## src/rtl/config_serializer.sv

```systemverilog
// ---------------------------------------------------------------------------
// config_serializer
//   Transmit side of the generator's serial configuration interface. A single
//   parallel frame (dynamic word plus static word) is captured on an accepted
//   start. It is then shifted out MSB first on signal_out in this order:
//     DYN    (SIZESRDYN cycles,  SELDYN=1)
//     STAT   (SIZESRSTAT cycles, SELSTAT=1)
//     COMMIT (1 cycle,           SELDYN=1, signal_out=0)
//   The generator latches DYNLATCH on the first STAT cycle and STATLATCH on
//   COMMIT. Every output is a register.
//
// Ports
//   CLK, RST_N       clock (rising edge) / asynchronous active-low reset
//   start            frame request, only honoured in IDLE
//   abort            synchronous frame cancel; wins over start
//   dyn_in, stat_in  frame words, captured when start is accepted
//   busy             frame in progress (DYN/STAT/COMMIT)
//   done             one-cycle pulse on the cycle after a completed COMMIT
//   SELDYN, SELSTAT  generator select lines (never both high)
//   signal_out       serial data to the generator
// ---------------------------------------------------------------------------
module config_serializer #(
  parameter int SIZESRDYN  = 16,
  parameter int SIZESRSTAT = 88,
  parameter int CNTW       = 7
) (
  input  logic                  CLK,
  input  logic                  RST_N,
  input  logic                  start,
  input  logic                  abort,
  input  logic [SIZESRDYN-1:0]  dyn_in,
  input  logic [SIZESRSTAT-1:0] stat_in,
  output logic                  busy,
  output logic                  done,
  output logic                  SELDYN,
  output logic                  SELSTAT,
  output logic                  signal_out
);

  localparam int DW = (SIZESRDYN  > 1) ? $clog2(SIZESRDYN)  : 1;
  localparam int SW = (SIZESRSTAT > 1) ? $clog2(SIZESRSTAT) : 1;
  localparam logic [CNTW-1:0] DYN_LAST  = CNTW'(SIZESRDYN - 1);
  localparam logic [CNTW-1:0] STAT_LAST = CNTW'(SIZESRSTAT - 1);

  typedef enum logic [1:0] {
    ST_IDLE   = 2'd0,
    ST_DYN    = 2'd1,
    ST_STAT   = 2'd2,
    ST_COMMIT = 2'd3
  } state_e;

  state_e                  state_q, state_d;
  logic [CNTW-1:0]         cnt_q, cnt_d;
  logic [SIZESRDYN-1:0]    dyn_sh_q, dyn_sh_d;
  logic [SIZESRSTAT-1:0]   stat_sh_q, stat_sh_d;
  logic                    busy_q, busy_d;
  logic                    done_q, done_d;
  logic                    seldyn_q, seldyn_d;
  logic                    selstat_q, selstat_d;
  logic                    sig_q, sig_d;
  logic [DW-1:0]           dyn_idx_s;
  logic [SW-1:0]           stat_idx_s;

  // Next-state, counter, shadow capture and next-output computation.
  always_comb begin
    state_d   = state_q;
    cnt_d     = cnt_q;
    dyn_sh_d  = dyn_sh_q;
    stat_sh_d = stat_sh_q;
    done_d    = 1'b0;

    case (state_q)
      ST_IDLE: begin
        if (start && !abort) begin
          state_d   = ST_DYN;
          cnt_d     = {CNTW{1'b0}};
          dyn_sh_d  = dyn_in;
          stat_sh_d = stat_in;
        end else begin
          state_d = ST_IDLE;
          cnt_d   = {CNTW{1'b0}};
        end
      end
      ST_DYN: begin
        if (abort) begin
          state_d = ST_IDLE;
          cnt_d   = {CNTW{1'b0}};
        end else if (cnt_q == DYN_LAST) begin
          state_d = ST_STAT;
          cnt_d   = {CNTW{1'b0}};
        end else begin
          cnt_d = cnt_q + {{(CNTW-1){1'b0}}, 1'b1};
        end
      end
      ST_STAT: begin
        if (abort) begin
          state_d = ST_IDLE;
          cnt_d   = {CNTW{1'b0}};
        end else if (cnt_q == STAT_LAST) begin
          state_d = ST_COMMIT;
          cnt_d   = {CNTW{1'b0}};
        end else begin
          cnt_d = cnt_q + {{(CNTW-1){1'b0}}, 1'b1};
        end
      end
      ST_COMMIT: begin
        state_d = ST_IDLE;
        cnt_d   = {CNTW{1'b0}};
        done_d  = !abort;
      end
      default: begin
        state_d = ST_IDLE;
        cnt_d   = {CNTW{1'b0}};
      end
    endcase

    // Outputs are registered, so they are derived from the state being
    // entered. On the accepting edge dyn_sh_d already carries dyn_in.
    dyn_idx_s  = DW'(SIZESRDYN - 1)  - DW'(cnt_d);
    stat_idx_s = SW'(SIZESRSTAT - 1) - SW'(cnt_d);
    busy_d     = (state_d != ST_IDLE);
    seldyn_d   = (state_d == ST_DYN) || (state_d == ST_COMMIT);
    selstat_d  = (state_d == ST_STAT);

    case (state_d)
      ST_DYN:  sig_d = dyn_sh_d[dyn_idx_s];
      ST_STAT: sig_d = stat_sh_d[stat_idx_s];
      default: sig_d = 1'b0;
    endcase
  end

  // State, counter, shadow words and registered outputs.
  always_ff @(posedge CLK or negedge RST_N) begin
    if (!RST_N) begin
      state_q   <= ST_IDLE;
      cnt_q     <= {CNTW{1'b0}};
      dyn_sh_q  <= {SIZESRDYN{1'b0}};
      stat_sh_q <= {SIZESRSTAT{1'b0}};
      busy_q    <= 1'b0;
      done_q    <= 1'b0;
      seldyn_q  <= 1'b0;
      selstat_q <= 1'b0;
      sig_q     <= 1'b0;
    end else begin
      state_q   <= state_d;
      cnt_q     <= cnt_d;
      dyn_sh_q  <= dyn_sh_d;
      stat_sh_q <= stat_sh_d;
      busy_q    <= busy_d;
      done_q    <= done_d;
      seldyn_q  <= seldyn_d;
      selstat_q <= selstat_d;
      sig_q     <= sig_d;
    end
  end

  assign busy       = busy_q;
  assign done       = done_q;
  assign SELDYN     = seldyn_q;
  assign SELSTAT    = selstat_q;
  assign signal_out = sig_q;

endmodule

```

## config.mk

```make
export PLATFORM = sky130hd
export DESIGN_NAME = config_serializer
export DESIGN_NICKNAME = d
export VERILOG_FILES = /design/src/rtl/config_serializer.sv
export SDC_FILE = /design/constraint.sdc
export NUM_CORES = 1
export LEC_CHECK = 0
export ABC_CLOCK_PERIOD_IN_PS = 3400
export BUFFER_PORTS_ARGS = -buffer_cell sky130_fd_sc_hd__buf_2
export CAP_MARGIN = 30
export CELL_PAD_IN_SITES_DETAIL_PLACEMENT = 1
export CELL_PAD_IN_SITES_GLOBAL_PLACEMENT = 2
export CORE_AREA = 2 2 126 140
export CTS_BUF_LIST = sky130_fd_sc_hd__clkbuf_4
export CTS_CLUSTER_SIZE = 16
export DETAILED_ROUTE_END_ITERATION = 6
export DIE_AREA = 0 0 128 142
export HOLD_SLACK_MARGIN = 0.05
export PLACE_DENSITY = 0.85
export SYNTH_ARGS = -nofsm -noshare
export SYNTH_HDL_FRONTEND = slang
export SYNTH_SLANG_ARGS = --single-unit
```

## constraint.sdc

```tcl
create_clock -name CLK -period 3.4 [get_ports CLK]
set_input_delay 0.17 -clock CLK [delete_from_list [all_inputs] [get_ports CLK]]
set_output_delay 0.17 -clock CLK [all_outputs]
set_load 0.005 [all_outputs]
```

==> results.toml, run 1 <==
[synthesis]
ys_ff_latch = 118
ys_warn_count = 0
synth_cells = 569
yosysSeqAreaShare = 0.5008
synth_area_leaders = "dfrtp_1 (50%), nand2_1 (11%), mux2_2 (10%), mux2i_1 (6.3%), a211oi_1 (1.7%)"
yosysTopAreaCellShare = 0.5008
netlist_area_um2 = 5896
syn_nets = 683
synth_flop_cell = "dfrtp_1"
yosysTopAreaCell = "dfrtp_1"
synth_edf_count = 0
avgSynthCellArea_um2 = 10.36
ys_types = 62
async_reset_ff_frac = 1.000

[timing]
min_period_ps = 3264
hold_viol_final = 0
worst_pin_slew_ps = 645.2
fmax_mhz = 306.3
slew_headroom = 0.5698
hold_ws_ps = 185.0
slew_violations = 0
min_period_over_period = 0.9601
report.final.setup_viol = 0
skew_ps = 25.12

[placed_design]
placed_cell_area_um2 = 6706
io_buffers = 112
place_congestion = 0.8340
dp_hpwl_um = 11880

[critical_path]
cp-start-kind = "flip-flop"
path_class = "flip-flop to flip-flop"
required_ps = 3860
critPathMaxFanout = 7
arrival_ps = 3730
critPathLaunch = "cnt_q[4]$_DFF_PN0_"
reg2reg_from = "cnt_q[4]$_DFF_PN0_"
end_kind = "flip-flop"

[run]
drv_cap = 0

[global_routing]
grt_pass1_wl_um = 28460
grt_use_total = 0.2037
antenna_found_initial = 1
grt_pass1_vias = 5452
grt_overflow = 0
grt_max_degree = 73

[route]
vias = 5093
antenna_left = 0
routedWlPerCell_um = 17.77
viasPerCell = 5.048
drt_pass1_iterations = 5
drc = 0
detail_route.iter0.violations = 184
drt-total-wl_um = 17930

[die]
die_h_um = 142
rows = 50
die_w_um = 128
coreArea_um2 = 16770
start_util = 0.3516
ios = 113
dieArea_um2 = 18180

[power]
leakagePower_nw = 3.780
ir_worst_vdd_uv = 189.7
p_per_area_nw_per_um2 = 445.4
p_total_mw = 3.590

[cts]
clkTransAtPathRegs_ps = 120
cts_root_buffer = "clkbuf_4"
clk-insertion-delay-late_ps = 560
cts_setup_buffers = 0
cts_buffer_depth = 2
cts_sinks = 118
cts_tree = "built"
h-tree-depth = 4
cts_made_buffers = 17

[cells_and_area]
layout.nets = 903
antennaDiodeCount = 0
syn_to_final_growth_pct = 36.69
final_common_cell = "nand2_1"
drive_above_1_share = 0.2846
final_cell_mix = "nand2_1 (168), dfrtp_1 (118), buf_2 (111)"
final_area_um2 = 8059
n_fill_cell = 1885

[run_status]
status = "finished clean"

[hold_path]
hold_path_class = "primary input to async pin"
-- layout make-up --
class                           count  area [um^2]  area share
Sequential cell                   118         2953      0.3664
Multi-Input combinational cell    408         2730      0.3388
Timing Repair Buffer              234         1794      0.2226
Tap cell                          208        260.3     0.03229
Clock buffer                       20        150.1     0.01863
Clock inverter                     11        133.9     0.01661
Inverter                           10        37.54    0.004658
-- power breakdown --
part / internal [mW] / switching (mW) / leakage (nW) / total (mW)
clock network: 0.520 / 0.536 / 0.147 / 1.06
logic: 0.409 / 0.401 / 2.18 / 0.809
registers: 1.64 / 0.0876 / 1.45 / 1.72
total: 2.57 / 1.02 / 3.78 / 3.59
-- cells by family after synthesis --
logic type / count (synthesis) / synth area share
AO/OA/AOI/OAI: 72 / 0.09741
XOR/XNOR: 9 / 0.01337
adder cells (fa/ha/maj): 6 / 0.01273
buffers and inverters: 43 / 0.03735
flip-flops: 118 / 0.5008
multiplexers: 94 / 0.1749
AND/OR/NAND/NOR: 227 / 0.1634
-- worst paths after layout --
| check | endpoint | cells past startpoint | slack (ps) |
|---|---|---|---|
| hold / removal | stat_sh_q[33]$_DFF_PN0_ | 2 | 190 |
| setup reg to reg | signal_out$_DFF_PN0_ | 12 | 140 |
| min in group CLK | state_q[0]$_DFF_PN0_ | 4 | 230 |
| max in group asynchronous | stat_sh_q[8]$_DFF_PN0_ | 3 | 2410 |
| setup / recovery | signal_out$_DFF_PN0_ | 12 | 140 |
| hold reg to reg | stat_sh_q[38]$_DFF_PN0_ | 2 | 480 |
-- worst max-delay path: stages (launching register included) --
cell,delay (ps)
dfrtp_1,450
nor3_1,510
a21o_1,340
a211o_1,190
clkinv_1,90
ha_1,390
inv_1,130
o21ai_0,90
nor3_1,140
a2111oi_0,90
a311oi_1,300
o22ai_2,150
a221oi_2,290
-- registers in the layout, summed over array words and instances (netlist names) --
register,count
done,1
SELDYN,1
signal_out,1
cnt_q,7
SELSTAT,1
dyn_sh_q,16
busy,1
state_q,2
stat_sh_q,88
-- cells in the mapped netlist (6+ instances only) --
master,n
nor2_1,19
buf_1,7
inv_1,6
a211oi_1,13
mux2_2,53
dfrtp_1,118
nand3_1,8
clkbuf_1,7
mux2i_1,37
nor3_1,9
nand2_1,168
ha_1,6
buf_2,11
o21ai_0,9
-- per-layer routing --
metal / track usage / vias to the layer above / part of all wire
li1: - / 2431 / -
met1: 0.2502 / 2507 / 0.43
met2: 0.3560 / 124 / 0.51
met3: 0.04549 / 29 / 0.037
met4: 0.06478 / 2 / 0.019
met5: 0 / - / 0.00050
-- metrics by stage --
step | worst slack (ps) | TNS [ps] | utilization | instances
6_report | 135.5 | 0 | 0.4807 | 1009
3_5_place_dp | 229.5 | 0 | 0.4000 | 872
4_1_cts | 201.6 | 0 | 0.4802 | 1009
5_1_grt | -4.257 | -4.257 | 0.4807 | 1009
2_1_floorplan | 436.1 | 0 | - | 569
3_3_place_gp | 389.7 | 0 | 0.4000 | 872
-- what timing repair did --
action,in CTS,in global routing
gates resized for setup,0,2
endpoints found under the setup margin,0,1
endpoints found under the hold margin,153,0
hold buffers,106,0
No activity file was read; power rests on OpenSTA's default activity.
==> inputs of run 2 (changes only) <==
==> config.mk (replaced) <==
export PLATFORM = sky130hd
export DESIGN_NAME = config_serializer
export DESIGN_NICKNAME = d
export VERILOG_FILES = /design/src/rtl/config_serializer.sv
export SDC_FILE = /design/constraint.sdc
export NUM_CORES = 1
export LEC_CHECK = 0
export ABC_AREA = 1
export ABC_CLOCK_PERIOD_IN_PS = 3400
export BUFFER_PORTS_ARGS = -buffer_cell sky130_fd_sc_hd__buf_2
export CAP_MARGIN = 30
export CELL_PAD_IN_SITES_DETAIL_PLACEMENT = 1
export CELL_PAD_IN_SITES_GLOBAL_PLACEMENT = 2
export CORE_AREA = 2 2 133 148
export CTS_BUF_LIST = sky130_fd_sc_hd__clkbuf_4
export CTS_CLUSTER_SIZE = 16
export DETAILED_ROUTE_END_ITERATION = 6
export DIE_AREA = 0 0 135 150
export HOLD_SLACK_MARGIN = 0.05
export PLACE_DENSITY = 0.86
export SYNTH_ARGS = -nofsm -noshare
export SYNTH_HDL_FRONTEND = slang
export SYNTH_SLANG_ARGS = --single-unit
==> run 2 against run 1 <==
Net effect: global-route usage is 0.63 points lower; sequential cell count stayed put; clock-buffer cell count is 1 higher; clock power is 24% lower; critical path type unchanged; sequential power is 10% higher; power is 13% higher; combinational power is 68% higher; first-iteration DRC count is 51% higher; critical path depth is 4 higher.
==> results.toml, run 2 <==
[global_routing]
antenna_found_initial = 1
grt_use_total = 0.1974
grt_max_degree = 63
grt_pass1_vias = 6248
grt_pass1_wl_um = 31220
grt_overflow = 0

[synthesis]
ys_types = 32
netlist_area_um2 = 5948
synth_edf_count = 0
ys_warn_count = 0
synth_xor_area_frac = 0.005890
yosysTopAreaCellShare = 0.4964
yosys.area_share.adder = 0.01262
synth-simple-area-share = 0.3559
ys_ff_latch = 118
async_reset_ff_frac = 1.000
yosysSeqAreaShare = 0.4964
synthMostInstantiatedCell = "nand2_1"
synth_cells = 805
syn_nets = 919
synth_top_family_by_area = "simple AND/OR/NAND/NOR gates"
muxShareOfSynthArea = 0
synth-compound-area-share = 0.04544
yosysTopAreaCell = "dfrtp_1"
netlist_top_cells_count = "nand2_1 (413), dfrtp_1 (118), inv_1 (71)"
synth_flop_cell = "dfrtp_1"
synth_area_leaders = "dfrtp_1 (50%), nand2_1 (26%), nand3_1 (5.9%), inv_1 (4.5%), o21ai_0 (2.6%)"
avgSynthCellArea_um2 = 7.389

[timing]
hold_ws_ps = 146.6
report.final.setup_viol = 0
fmax_mhz = 368.8
worst_pin_slew_ps = 797.0
fin_ws_ps = 688.6
min_period_ps = 2711
finalSetupTns_ps = 0
min_period_over_period = 0.7975
slew_headroom = 0.4687
skew_ps = 17.05
rsz0062_at_grt = "no"
slew_violations = 0
hold_viol_final = 0

[cts]
cts_setup_buffers = 0
h-tree-depth = 4
cts_sinks = 118
cts_tree = "built"
cts_root_buffer = "clkbuf_4"
cts_buffer_depth = 2
cts_made_buffers = 17
clkTransAtPathRegs_ps = 100
clk-insertion-delay-late_ps = 540

[die]
start_util = 0.3158
rows = 53
die_h_um = 150
ios = 113
dieArea_um2 = 20250
die_w_um = 135
coreArea_um2 = 18830

[critical_path]
reg2reg_slack_ps = 690
arrival_ps = 3180
reg2reg_from = "cnt_q[0]$_DFF_PN0_"
end_kind = "flip-flop"
critPathMaxFanout = 9
path_class = "flip-flop to flip-flop"
cp-start-kind = "flip-flop"
required_ps = 3860
r2r_cells = 16
reg2reg_to = "signal_out$_DFF_PN0_"

[cells_and_area]
seqCellArea_um2 = 2953
layout.nets = 1134
final_core_util = 0.4258
largest-register = "stat_sh_q"
final_common_cell = "nand2_1"
syn_to_final_growth_pct = 34.81
final_cell_mix = "nand2_1 (413), dfrtp_1 (118), buf_2 (111)"
largest_register_ffs = 88
multi_input_area_um2 = 2502
n_fill_cell = 2383
drive_above_1_share = 0.1623
top_regs = "stat_sh_q x88, dyn_sh_q x16, cnt_q x7"

[run_status]
status = "finished clean"

[power]
leakagePower_nw = 4.322
p_total_mw = 4.067
p_per_area_nw_per_um2 = 507.2
ir_worst_vdd_uv = 166.4

[route]
detail_route.iter0.violations = 278
vias = 5725
drc = 0
viasPerCell = 4.483
drt-total-wl_um = 18650
routedWlPerCell_um = 14.61
antenna_left = 0
drt_pass1_iterations = 4

[hold_path]
hp-start = "start"
hold_path_class = "primary input to flip-flop"
worstHoldPathCells = 5
min_to = "dyn_sh_q[11]$_DFF_PN0_"

[placed_design]
dp_hpwl_um = 12170
place_congestion = 0.8169
place_worst_setup_slack_ps = 715.2
io_buffers = 112

[run]
drv_cap = 0
run 2: routing by layer:
metal / GRT usage / share of wire / routed length [um] / up-vias
li1: - / - / - / 2897
met1: 0.2454 / 0.46 / 8634 / 2696
met5: 0 / 0 / 0 / -
met2: 0.3505 / 0.49 / 9187 / 109
met3: 0.03963 / 0.032 / 594 / 23
met4: 0.04948 / 0.013 / 238 / 0
run 2: metrics by stage:
stage          area, um^2  cells
2_1_floorplan        5948    805
3_3_place_gp         6721   1138
3_5_place_dp         6721   1138
4_1_cts              8016   1276
5_1_grt              8019   1277
6_report             8019   1277
run 2: worst max-delay path by stage:
| stage | startpoint | end | slack [ps] |
|---|---|---|---|
| 2_1_floorplan | cnt_q[0]$_DFF_PN0_ | signal_out$_DFF_PN0_ | 1220 |
| 3_3_place_gp | cnt_q[0]$_DFF_PN0_ | signal_out$_DFF_PN0_ | 730 |
| 3_5_place_dp | cnt_q[0]$_DFF_PN0_ | signal_out$_DFF_PN0_ | 720 |
| 4_1_cts | cnt_q[0]$_DFF_PN0_ | signal_out$_DFF_PN0_ | 670 |
| 5_1_grt | cnt_q[0]$_DFF_PN0_ | signal_out$_DFF_PN0_ | 340 |
| 6_report | cnt_q[0]$_DFF_PN0_ | signal_out$_DFF_PN0_ | 690 |
run 2: kinds of logic after synthesis:
| kind of cell | Yosys count |
|---|---|
| simple gates | 522 |
| flops | 118 |
| buf+inv | 110 |
| compound gates | 45 |
| fa+ha+maj | 6 |
| xor+xnor | 4 |
run 2: final cells by class:
type | instances | area share
clock inverter | 7 | 0.004525
multi-input combinational | 577 | 0.3121
timing repair buffer | 233 | 0.2225
inverter | 73 | 0.03417
antenna | 1 | 0.0003121
sequential | 118 | 0.3682
tap | 247 | 0.03854
clock buffer | 21 | 0.01966
run 2: report_power, final:
part | total, mW | internal, mW | switching [mW]
registers | 1.90 | 1.79 | 0.113
clock network | 0.808 | 0.296 | 0.512
logic | 1.36 | 0.519 | 0.840
run 2: worst max-delay path, stage by stage, from the launching register on:
cell	delay, ps
dfrtp_1	400
ha_1	220
nand2_1	80
nor2_1	100
nand2_1	60
nand2_1	170
nand2_2	140
nand2_2	220
inv_1	220
ha_1	400
inv_1	130
nand3_1	90
nand3_1	80
nand2_1	50
nor2_1	80
nand2_1	60
a21oi_2	110
run 2: timing repair:
item / CTS / global route
resized for setup: 0 / 0
hold endpoints to repair: 161 / 0
hold buffers: 110 / 0
==> inputs of run 3 (changes only) <==
==> config.mk (replaced) <==
export PLATFORM = sky130hd
export DESIGN_NAME = config_serializer
export DESIGN_NICKNAME = d
export VERILOG_FILES = /design/src/rtl/config_serializer.sv
export SDC_FILE = /design/constraint.sdc
export NUM_CORES = 1
export LEC_CHECK = 0
export ABC_AREA = 0
export ABC_CLOCK_PERIOD_IN_PS = 2450
export BUFFER_PORTS_ARGS = -buffer_cell sky130_fd_sc_hd__buf_2
export CAP_MARGIN = 30
export CELL_PAD_IN_SITES_DETAIL_PLACEMENT = 1
export CELL_PAD_IN_SITES_GLOBAL_PLACEMENT = 2
export CORE_AREA = 2 2 131 146
export CTS_BUF_LIST = sky130_fd_sc_hd__clkbuf_4
export CTS_CLUSTER_SIZE = 16
export DETAILED_ROUTE_END_ITERATION = 6
export DIE_AREA = 0 0 133 148
export HOLD_SLACK_MARGIN = 0.05
export PLACE_DENSITY = 0.83
export SYNTH_ARGS = -nofsm -noshare
export SYNTH_HDL_FRONTEND = slang
export SYNTH_SLANG_ARGS = --single-unit
==> constraint.sdc (replaced) <==
create_clock -name CLK -period 2.45 [get_ports CLK]
set_input_delay 0.1225 -clock CLK [delete_from_list [all_inputs] [get_ports CLK]]
set_output_delay 0.1225 -clock CLK [all_outputs]
set_load 0.005 [all_outputs]
==> run 3 against run 2 <==
Net effect: the flow now finishes with violations (negative setup slack); cell count shrank 13%; clock-buffer cell count rose by 1; setup slack worse by 1000 ps; combinational power is 8% lower; fmax down 2.4%; largest cell class unchanged.
==> results.toml, run 3 (same netlist as run 1, synthesis figures left out) <==
[power]
p_per_area_nw_per_um2 = 569.3
ir_worst_vdd_uv = 271.4
leakagePower_nw = 4.188

[die]
die_w_um = 133
ios = 113
start_util = 0.3248
rows = 52
die_h_um = 148
coreArea_um2 = 18150
dieArea_um2 = 19680

[critical_path]
arrival_ps = 3240
crit_chain = "buf_4 > nand2b_4 > buf_4 > a311oi_4 > nor2_2 > inv_2 > buf_12 > mux2_2 > mux2_2 > o32a_1 > and3_1 > a221oi_2"
path_buf_inv = 4
critPathTopFamily = "compound AO/OA/AOI/OAI gates"
critical-path-slowest-cell = "dfrtp_1"
required_ps = 2910
end_kind = "flip-flop"
path_class = "flip-flop to flip-flop"
cp-start-kind = "flip-flop"
critPathMaxFanout = 6
cpPeakStageDelay_ps = 400

[cts]
cts_buffer_depth = 2
h-tree-depth = 4
clkTransAtPathRegs_ps = 110
cts_sinks = 118
cts_tree = "built"
cts_root_buffer = "clkbuf_4"
cts_made_buffers = 17
clk-insertion-delay-late_ps = 540

[cells_and_area]
top_regs = "stat_sh_q x88, dyn_sh_q x16, cnt_q x7"
largest-register = "stat_sh_q"
final_cell_mix = "nand2_1 (168), dfrtp_1 (118), buf_2 (111)"
largest_register_ffs = 88
final_core_util = 0.4883
drive_above_1_share = 0.3708
syn_to_final_growth_pct = 50.34
layout.nets = 972
final_common_cell = "nand2_1"

[global_routing]
grt_use_total = 0.2034
grt_max_degree = 119
grt_pass1_vias = 6009
grt_overflow = 0
grt_pass1_wl_um = 31090
antenna_found_initial = 1

[timing]
slew_violations = 0
slew_headroom = 0.5492
hold_viol_final = 0
worst_pin_slew_ps = 676.2
min_period_over_period = 1.134
rsz0062_at_grt = "yes"
min_period_ps = 2779
report.final.setup_viol = 1
skew_ps = 19.76
hold_ws_ps = 117.1
fmax_mhz = 359.8
fin_ws_ps = -329.4

[run_status]
violations = "negative setup slack"
status = "finished with violations"

[route]
detail_route.iter0.violations = 162
drt_pass1_iterations = 4
viasPerCell = 4.776
vias = 5325
antenna_left = 0
drc = 0
drt-total-wl_um = 18960
routedWlPerCell_um = 17.01

[hold_path]
hold_path_class = "primary input to flip-flop"

[placed_design]
dp_hpwl_um = 13110
place_congestion = 0.9129
io_buffers = 112
place_worst_setup_slack_ps = -386.3

[run]
drv_cap = 0
-- run 3: cell count changes in the layout (fill, tap and decap cells not counted), moves of 33 or more --
cell,previous run,this run
buf_4,9,77
nand2_1,413,168
mux2_2,0,52
mux2i_1,0,33
nand3_1,70,8
inv_1,71,5
-- run 3: per-stage QoR --
step / instance area (um^2) / total power [mW] / setup TNS (ps) / std cells
after floorplan: 5942 / 3.042 / -283.0 / 569
after global placement: 7303 / 3.416 / -322.6 / 972
after detailed placement: 7303 / 3.485 / -386.3 / 972
after CTS: 8820 / 5.075 / -294.6 / 1114
after global routing: 8864 / 5.348 / -444.0 / 1115
final: 8864 / 5.046 / -329.4 / 1115
-- run 3: tightest hold or removal path: stages --
cell	delay, ps
buf_2	100
or4b_4	230
mux2_1	170
-- run 3: final timing paths --
kind | slack [ps] | from | depth (start not counted) | to
setup reg to reg | -330 | state_q[0]$_DFF_PN0_ | 12 | signal_out$_DFF_PN0_
min in group asynchronous | 170 | RST_N | 3 | stat_sh_q[87]$_DFF_PN0_
hold reg to reg | 480 | stat_sh_q[67]$_DFF_PN0_ | 2 | stat_sh_q[67]$_DFF_PN0_
max in group asynchronous | 1730 | RST_N | 3 | stat_sh_q[39]$_DFF_PN0_
setup / recovery | -330 | state_q[0]$_DFF_PN0_ | 12 | signal_out$_DFF_PN0_
hold / removal | 120 | abort | 3 | stat_sh_q[59]$_DFF_PN0_
-- run 3: area by class of cell --
class	instances	area (um^2)
Fill cell	2031	9289
Sequential cell	118	2953
Multi-Input combinational cell	408	2904
Timing Repair Buffer	303	2386
Tap cell	243	304.0
Clock buffer	22	165.2
Clock inverter	10	106.4
Inverter	10	42.54
Antenna cell	1	2.502
-- run 3: metal layers --
metal / up-vias / wire length, um / track usage
met5: - / 0 / 0
met4: 0 / 388 / 0.07473
met3: 23 / 503 / 0.03292
met2: 108 / 10010 / 0.3692
met1: 2631 / 8062 / 0.2421
li1: 2563 / - / -
-- run 3: repair_timing --
action / in CTS / in global routing
hold endpoints to repair: 223 / 0
setup endpoints to repair: 1 / 1
gates cloned: 2 / 0
resized for setup: 22 / 8
hold buffers: 106 / 0
pin swaps: 8 / 0
setup buffers: 2 / 0
-- run 3: where the power goes --
group / switching (mW) / leakage, nW / total, mW / internal, mW
registers: 0.121 / 1.45 / 2.39 / 2.27
logic: 0.597 / 2.59 / 1.25 / 0.655
clock network: 0.752 / 0.147 / 1.40 / 0.650
